[src/rtl/mem_stage.sv]
// Memory-access stage: issues word loads/stores over a req/ack bus, stalls upstream
// while an access is outstanding, and holds the MEM/WB pipeline register.
module mem_stage #(
  parameter int TIMEOUT = 255
) (
  input  logic        clk_i,
  input  logic        rst_i,
  input  logic        RegWrite_i,
  input  logic        MemToReg_i,
  input  logic        MemWrite_i,
  input  logic [31:0] ALUResult_i,
  input  logic [31:0] WriteData_i,
  input  logic [4:0]  WriteReg_i,
  output logic        mem_req_o,
  output logic        mem_we_o,
  output logic [31:0] mem_addr_o,
  output logic [31:0] mem_wdata_o,
  input  logic        mem_ack_i,
  input  logic [31:0] mem_rdata_i,
  output logic        stall_o,
  output logic        RegWrite_o,
  output logic        MemToReg_o,
  output logic [31:0] ReadData_o,
  output logic [31:0] ALUResult_o,
  output logic [4:0]  WriteReg_o,
  output logic        misalign_o,
  output logic        bus_err_o
);

  localparam int            CW     = (TIMEOUT < 1) ? 1 : $clog2(TIMEOUT + 1);
  localparam logic [CW-1:0] TO_VAL = CW'(TIMEOUT);

  typedef enum logic {S_IDLE, S_WAIT} state_t;

  state_t        r_state;
  state_t        w_state_nxt;
  logic [CW-1:0] r_cnt;
  logic          r_req;
  logic          r_we;
  logic [31:0]   r_addr;
  logic [31:0]   r_wdata;

  logic          r_regwrite;
  logic          r_memtoreg;
  logic [31:0]   r_readdata;
  logic [31:0]   r_aluresult;
  logic [4:0]    r_writereg;
  logic          r_misalign;
  logic          r_bus_err;

  logic          w_memop;
  logic          w_misaligned;
  logic          w_issue;
  logic          w_done;
  logic          w_tmo;
  logic          w_stall;

  assign w_memop      = MemToReg_i | MemWrite_i;
  assign w_misaligned = w_memop & (ALUResult_i[1:0] != 2'b00);

  always_ff @(posedge clk_i) begin
    if (rst_i) r_state <= S_IDLE;
    else       r_state <= w_state_nxt;
  end

  // Ack is checked before the timeout so a same-cycle ack completes normally.
  always_comb begin
    w_state_nxt = r_state;
    w_issue     = 1'b0;
    w_done      = 1'b0;
    w_tmo       = 1'b0;
    case (r_state)
      S_IDLE: begin
        if (w_memop && !w_misaligned) begin
          w_issue     = 1'b1;
          w_state_nxt = S_WAIT;
        end
      end
      S_WAIT: begin
        if (mem_ack_i) begin
          w_done      = 1'b1;
          w_state_nxt = S_IDLE;
        end else if (r_cnt == TO_VAL) begin
          w_tmo       = 1'b1;
          w_state_nxt = S_IDLE;
        end
      end
      default: w_state_nxt = S_IDLE;
    endcase
  end

  assign w_stall = w_memop & ~w_misaligned & ~w_done & ~w_tmo;

  // ---- Bus request register: address/data/direction frozen for all of WAIT ----
  always_ff @(posedge clk_i) begin
    if (rst_i) begin
      r_req   <= 1'b0;
      r_we    <= 1'b0;
      r_addr  <= '0;
      r_wdata <= '0;
      r_cnt   <= '0;
    end else if (w_issue) begin
      r_req   <= 1'b1;
      r_we    <= MemWrite_i;
      r_addr  <= ALUResult_i;
      r_wdata <= WriteData_i;
      r_cnt   <= '0;
    end else if (w_done || w_tmo) begin
      r_req   <= 1'b0;
    end else if (r_state == S_WAIT) begin
      r_cnt   <= r_cnt + CW'(1);
    end
  end

  // ---- MEM/WB register: bubble while stalled, faults squash the write-back ----
  always_ff @(posedge clk_i) begin
    if (rst_i) begin
      r_regwrite  <= 1'b0;
      r_memtoreg  <= 1'b0;
      r_aluresult <= '0;
      r_writereg  <= '0;
      r_misalign  <= 1'b0;
      r_bus_err   <= 1'b0;
    end else if (w_stall) begin
      r_regwrite  <= 1'b0;
      r_memtoreg  <= 1'b0;
      r_misalign  <= 1'b0;
      r_bus_err   <= 1'b0;
    end else begin
      r_regwrite  <= RegWrite_i & ~w_tmo & ~w_misaligned;
      r_memtoreg  <= MemToReg_i & ~w_tmo & ~w_misaligned;
      r_aluresult <= ALUResult_i;
      r_writereg  <= WriteReg_i;
      r_misalign  <= w_misaligned;
      r_bus_err   <= w_tmo;
    end
  end

  always_ff @(posedge clk_i) begin
    if (rst_i)               r_readdata <= '0;
    else if (w_done && !r_we) r_readdata <= mem_rdata_i;
  end

  assign mem_req_o   = r_req;
  assign mem_we_o    = r_we;
  assign mem_addr_o  = r_addr;
  assign mem_wdata_o = r_wdata;
  assign stall_o     = w_stall;
  assign RegWrite_o  = r_regwrite;
  assign MemToReg_o  = r_memtoreg;
  assign ReadData_o  = r_readdata;
  assign ALUResult_o = r_aluresult;
  assign WriteReg_o  = r_writereg;
  assign misalign_o  = r_misalign;
  assign bus_err_o   = r_bus_err;

endmodule

[config.mk]
export PLATFORM = sky130hd
export DESIGN_NAME = mem_stage
export DESIGN_NICKNAME = d
export VERILOG_FILES = /design/src/rtl/mem_stage.sv
export SDC_FILE = /design/constraint.sdc
export NUM_CORES = 1
export LEC_CHECK = 0
export CAP_MARGIN = 5
export CORE_MARGIN = 5
export CORE_UTILIZATION = 44
export CTS_CLUSTER_DIAMETER = 100
export DETAILED_ROUTE_END_ITERATION = 7
export HOLD_SLACK_MARGIN = 0.1
export PLACE_DENSITY = 0.85
export SLEW_MARGIN = 25
export SYNTH_ARGS = -nofsm -noshare
export SYNTH_HDL_FRONTEND = slang
export SYNTH_SLANG_ARGS = --single-unit
export TNS_END_PERCENT = 30
[constraint.sdc]
create_clock -name clk_i -period 4.05 [get_ports clk_i]
set_input_delay 0.81 -clock clk_i [delete_from_list [all_inputs] [get_ports clk_i]]
set_output_delay 0.81 -clock clk_i [all_outputs]
set_load 0.005 [all_outputs]
### Yosys cells after proc, flatten, opt, wreduce, memory -nomap -nowiden

Cells that the tools add are included.

| word-level totals | value |
|---|---|
| memories kept | 0 |
| register bits after elaboration | 148 |
| input bits | 107 |
| bits in writable memories | 0 |
| output and inout bits | 140 |
| memory bits (read-only) | 0 |
| bits in latches | 0 |

| operators by class | value |
|---|---|
| multiply operators | 0 |
| reductions and logical operators | 10 |
| order comparisons | 0 |
| div/mod/pow operators | 0 |
| mux-type cells | 12 |
| equality and inequality tests | 1 |
| bitwise operators | 14 |
| add/sub/neg operators | 1 |
| shift-type cells | 0 |

Operators with widths:

| cell | count |
|---|---|
| 1-bit two-way mux | 11 |
| 8-bit by 1-bit adder with 8-bit output (second input constant) | 1 |
| 1-bit bitwise AND | 8 |
| 8-bit == test (second input constant) | 1 |
| 1-bit NOT | 5 |
| 2-bit nonzero test | 2 |
| 2-bit OR reduction | 2 |
| 1-bit logical AND | 2 |
| 1-bit zero test | 2 |
| 1-bit one-hot mux with 2 select lines | 1 |
| 2-bit AND reduction | 1 |
| 1-bit logical OR | 1 |
| 1-bit OR | 1 |

### Logic depth before layout (Yosys ltp)

| depth | value |
|---|---|
| word-level depth | 7 |
| gate-level depth with buffers | 7 |
| mapped depth without buffers | 6 |

### Worst setup path before layout

No wires, ideal clock.

| path | value |
|---|---|
| path kind | input to output |
| start point | input port ALUResult_i[0] |
| end point | output port stall_o |
| arrival | 1.835 ns |
| data required time | 3.240 ns |
| slack | 1.405 ns |
| cell stages on the path | 5 |
| path through | or4_1 > buf_2 > o31a_1 > buf_6 > inv_1 |

| between the ends | value |
|---|---|
| word-level cells in the longest chain between the ends | 6 |

RTL lines:

| item | line | source |
|---|---|---|
| start: declaration | 11 | `input logic [31:0] ALUResult_i,` |
| 2-bit nonzero test | 59 | `assign w_misaligned = w_memop & (ALUResult_i[1:0] != 2'b00);` |
| 1-bit bitwise AND | 59 |  |
| 1-bit NOT | 92 | `assign w_stall = w_memop & ~w_misaligned & ~w_done & ~w_tmo;` |
| 1-bit bitwise AND (3 in series) | 92 |  |
| end: declaration | 20 | `output logic stall_o,` |

No other way between the ends.

### Worst setup path in the final report

Same ends and word-level chain as after synthesis.

==> metrics.csv <==
stage,metric,value,unit
outcome,outcome,"complete, no violations",
clock_tree,clk_transition_reported_paths,0.05,ns
worst_setup_path,ff2ff_path_depth,4,
min_path,hp-start,mem_wdata_o[0]$_SDFFE_PP0P_,
floorplanning,design.core.area,0.0120,sq mm
power,swShare,21.6,%
floorplanning,rows,40,
worst_setup_path,cp_top_family,buffers and inverters,
yosys,synthesis.nets,753,
route,dr.first_iter.drc_count,430,
final_layout,final_cell_mix,"nand2_1, clkdlybuf4s50_1, dfxtp_1",
sta,setup-tns-final,0,ns
sta,tightestPinTransition,0.789,ns
worst_setup_path,critical_path_class,in -> out,
power,powerDensity,420,mW/mm^2
worst_setup_path,critPathMaxStageDelay,0.71,ns
clock_tree,clockRootBuffer,clkbuf_16,
power,ir_drop,0.286,mV
power,p_leak,3.24,nW
final_layout,final_util,70.5,%
sta,final_hold_viol_count,0,
global_routing,grt_pass1_vias,4910,
clock_tree,cts.sinks,148,
worst_setup_path,cp_max_fo,6,
yosys,synthCells,645,
worst_setup_path,end_kind,output pin,
placed_design,gp_congestion,0.770,
yosys,yosys_warnings,0,
global_routing,met1_usage,25.3,%
worst_setup_path,crit_path_start_kind,input port,
clock_tree,cts_hold_buf,0,
global_routing,overflow,0,
clock_tree,cts_max_level,4,
floorplanning,die_x,120,um
worst_setup_path,cp.arrival,2.84,ns
global_routing,busiest_layer,met2,
yosys,ys_seq_area_share,55.5,%
global_routing,use_met3,6.97,%
sta,final-setup-viol-count,0,
clock_tree,post-cts-setup-buffers,0,
sta,min_period_over_period,90.2,%
final_layout,fin_area,0.00843,sq mm
power,combPwrFrac,12.0,%
final_layout,mostFrequentLayoutCell,nand2_1,
global_routing,antenna_found_initial,0,
floorplanning,dieArea,0.0144,sq mm
final_layout,drive_gt1_share,4.42,%
final_layout,synthToLayoutAreaGrowth,58.0,%
yosys,synthArstFlopShare,0,%
yosys,syn_avg_cell_area,8.28,sq um
worst_setup_path,worst-path-buf-inv,3,
yosys,synth_seq_cells,148,
power,pwr-share-clk,44.1,%
clock_tree,numCtsBuffers,17,
power,power_frac_seq,43.9,%
sta,relSlewSlack,47.3,%
yosys,synth_area,0.00534,sq mm
global_routing,grt_pass1_wl,25400,um
power,internal_power,0.00278,W
yosys,yosys-top-cells-area,"dfxtp_1, nand2_1, a21oi_1",
route,ant_nets,0,
worst_setup_path,critPathRequiredTime,3.24,ns
min_path,min_to,mem_wdata_o[0]$_SDFFE_PP0P_,
worst_setup_path,r2r-end,r_cnt[0]$_SDFFE_PP0P_,
placed_design,dpl_cell_area,0.00785,sq mm
worst_setup_path,r2r_start,r_state$_SDFF_PP0_,
route,drc,0,
global_routing,grt_max_degree,69,
yosys,synth_edf_count,0,
final_layout,num_antenna_cells,0,
min_path,hold_class,reg -> reg,
power,p_sw,0.000765,W
worst_setup_path,r2r_slack,2.10,ns
yosys,synth_cell_type_count,28,
yosys,synth_top_area_share,55.5,%
yosys,synth_flop_cell,dfxtp_1,
worst_setup_path,path_cells,"clkdlybuf4s50_1, or4_2, o31a_2, inv_1, clkdlybuf4s50_1",
clock_tree,cts_tree,done,
global_routing,grtUsageTotal,22.4,%
clock_tree,cts_max_path_buffers,2,
sta,report.final.slew_viol_count,0,
route,finalWirelength,16500,um
min_path,holdPathStages,2,
placed_design,portBuffers,246,
placed_design,post-dp-hpwl,11300,um
route,firstDrtPassIters,5,
worst_setup_path,crit_top_cell,clkdlybuf4s50_1,
clock_tree,clock_latency,0.41,ns
floorplanning,die_h,120,um
final_layout,fin_nets,981,
run,max_cap_violations,0,
worst_setup_path,cpMaxStageDelayCell,or4_2,
sta,skew,0.00789,ns
clock_tree,cts_resized,0,
sta,rsz0062_at_grt,no,
route,wl_per_cell,16.0,um
floorplanning,start_util,44.6,%
global_routing,met2_usage,39.3,%
floorplanning,ios,247,
sta,min_period,3.65,ns
route,routed_via_density,4.98,
yosys,yosys.area.top_type,dfxtp_1,
sta,clock.fmax,274,MHz
route,route.vias.total,5131,
kinds of logic after synthesis:
logic type      Yosys count  share of synthesized area [%]
fa+ha+maj                 1                          0.234
simple gates            300                           22.3
xor+xnor                  5                          0.820
compound gates          109                           10.5
buf+inv                  46                           3.84
flops                   148                           55.5
mux                      36                           6.75
layout make-up:
type	instances	area, sq um
tap	147	184
timing repair buffer	253	2510
inverter	2	7.51
fill	921	3530
sequential	148	2960
clock inverter	5	100
clock buffer	24	482
multi-input combinational	451	2180
synthesized netlist by cell type (3+ instances only):
cell / count
nand2_1: 264
and3_1: 5
a21oi_1: 99
mux2i_1: 36
clkbuf_1: 36
buf_6: 4
o21ai_0: 5
dfxtp_1: 148
xor2_1: 5
nor2b_1: 3
nor2_1: 10
nand3_1: 5
registers in the layout (all words and copies together) (netlist names):
register,count
ALUResult_o,32
ReadData_o,32
mem_addr_o,32
mem_wdata_o,32
r_cnt,8
WriteReg_o,5
MemToReg_o,1
RegWrite_o,1
bus_err_o,1
mem_req_o,1
mem_we_o,1
misalign_o,1
r_state,1
per-stage QoR:
step                total power, W  instances  hold slack (ns)  worst slack (ns)
floorplan                  0.00174        645            0.451              1.41
global placement           0.00200       1001            0.440             0.417
detailed placement         0.00201       1001            0.446             0.412
CTS                        0.00357       1030            0.453             0.404
global route               0.00367       1030            0.468             0.343
finish                     0.00354       1030            0.450             0.395
per-layer routing:
metal | wire, um | share of wire [%]
met1 | 6410 | 39
met2 | 8440 | 51
met3 | 1310 | 7.9
met4 | 352 | 2.1
met5 | 0 | 0
power by group through the flow:
| stage | Sequential (W) | Clock, W | Combinational, W |
|---|---|---|---|
| 3_5_place_dp | 0.00159 | 0 | 0.000425 |
| 2_1_floorplan | 0.00159 | 0 | 0.000146 |
| 4_1_cts | 0.00156 | 0.00158 | 0.000428 |
| 3_3_place_gp | 0.00158 | 0 | 0.000419 |
| 6_report | 0.00156 | 0.00156 | 0.000426 |
| 5_1_grt | 0.00156 | 0.00164 | 0.000458 |
worst max path at each step:
stage | to | startpoint | cells past startpoint
after global placement | stall_o | ALUResult_i[0] | 5
final | stall_o | ALUResult_i[0] | 5
after global routing | stall_o | ALUResult_i[0] | 5
after CTS | stall_o | ALUResult_i[0] | 5
after floorplan | stall_o | ALUResult_i[0] | 5
after detailed placement | stall_o | ALUResult_i[0] | 5
worst min-delay path: cells and delay by family (launching register included):
kind / cells / cell delay, ns
AO/OA/AOI/OAI: 1 / 0.05
AND/OR/NAND/NOR: 1 / 0.05
flip-flops: 1 / 0.30
(Power assumes the default switching activity.)
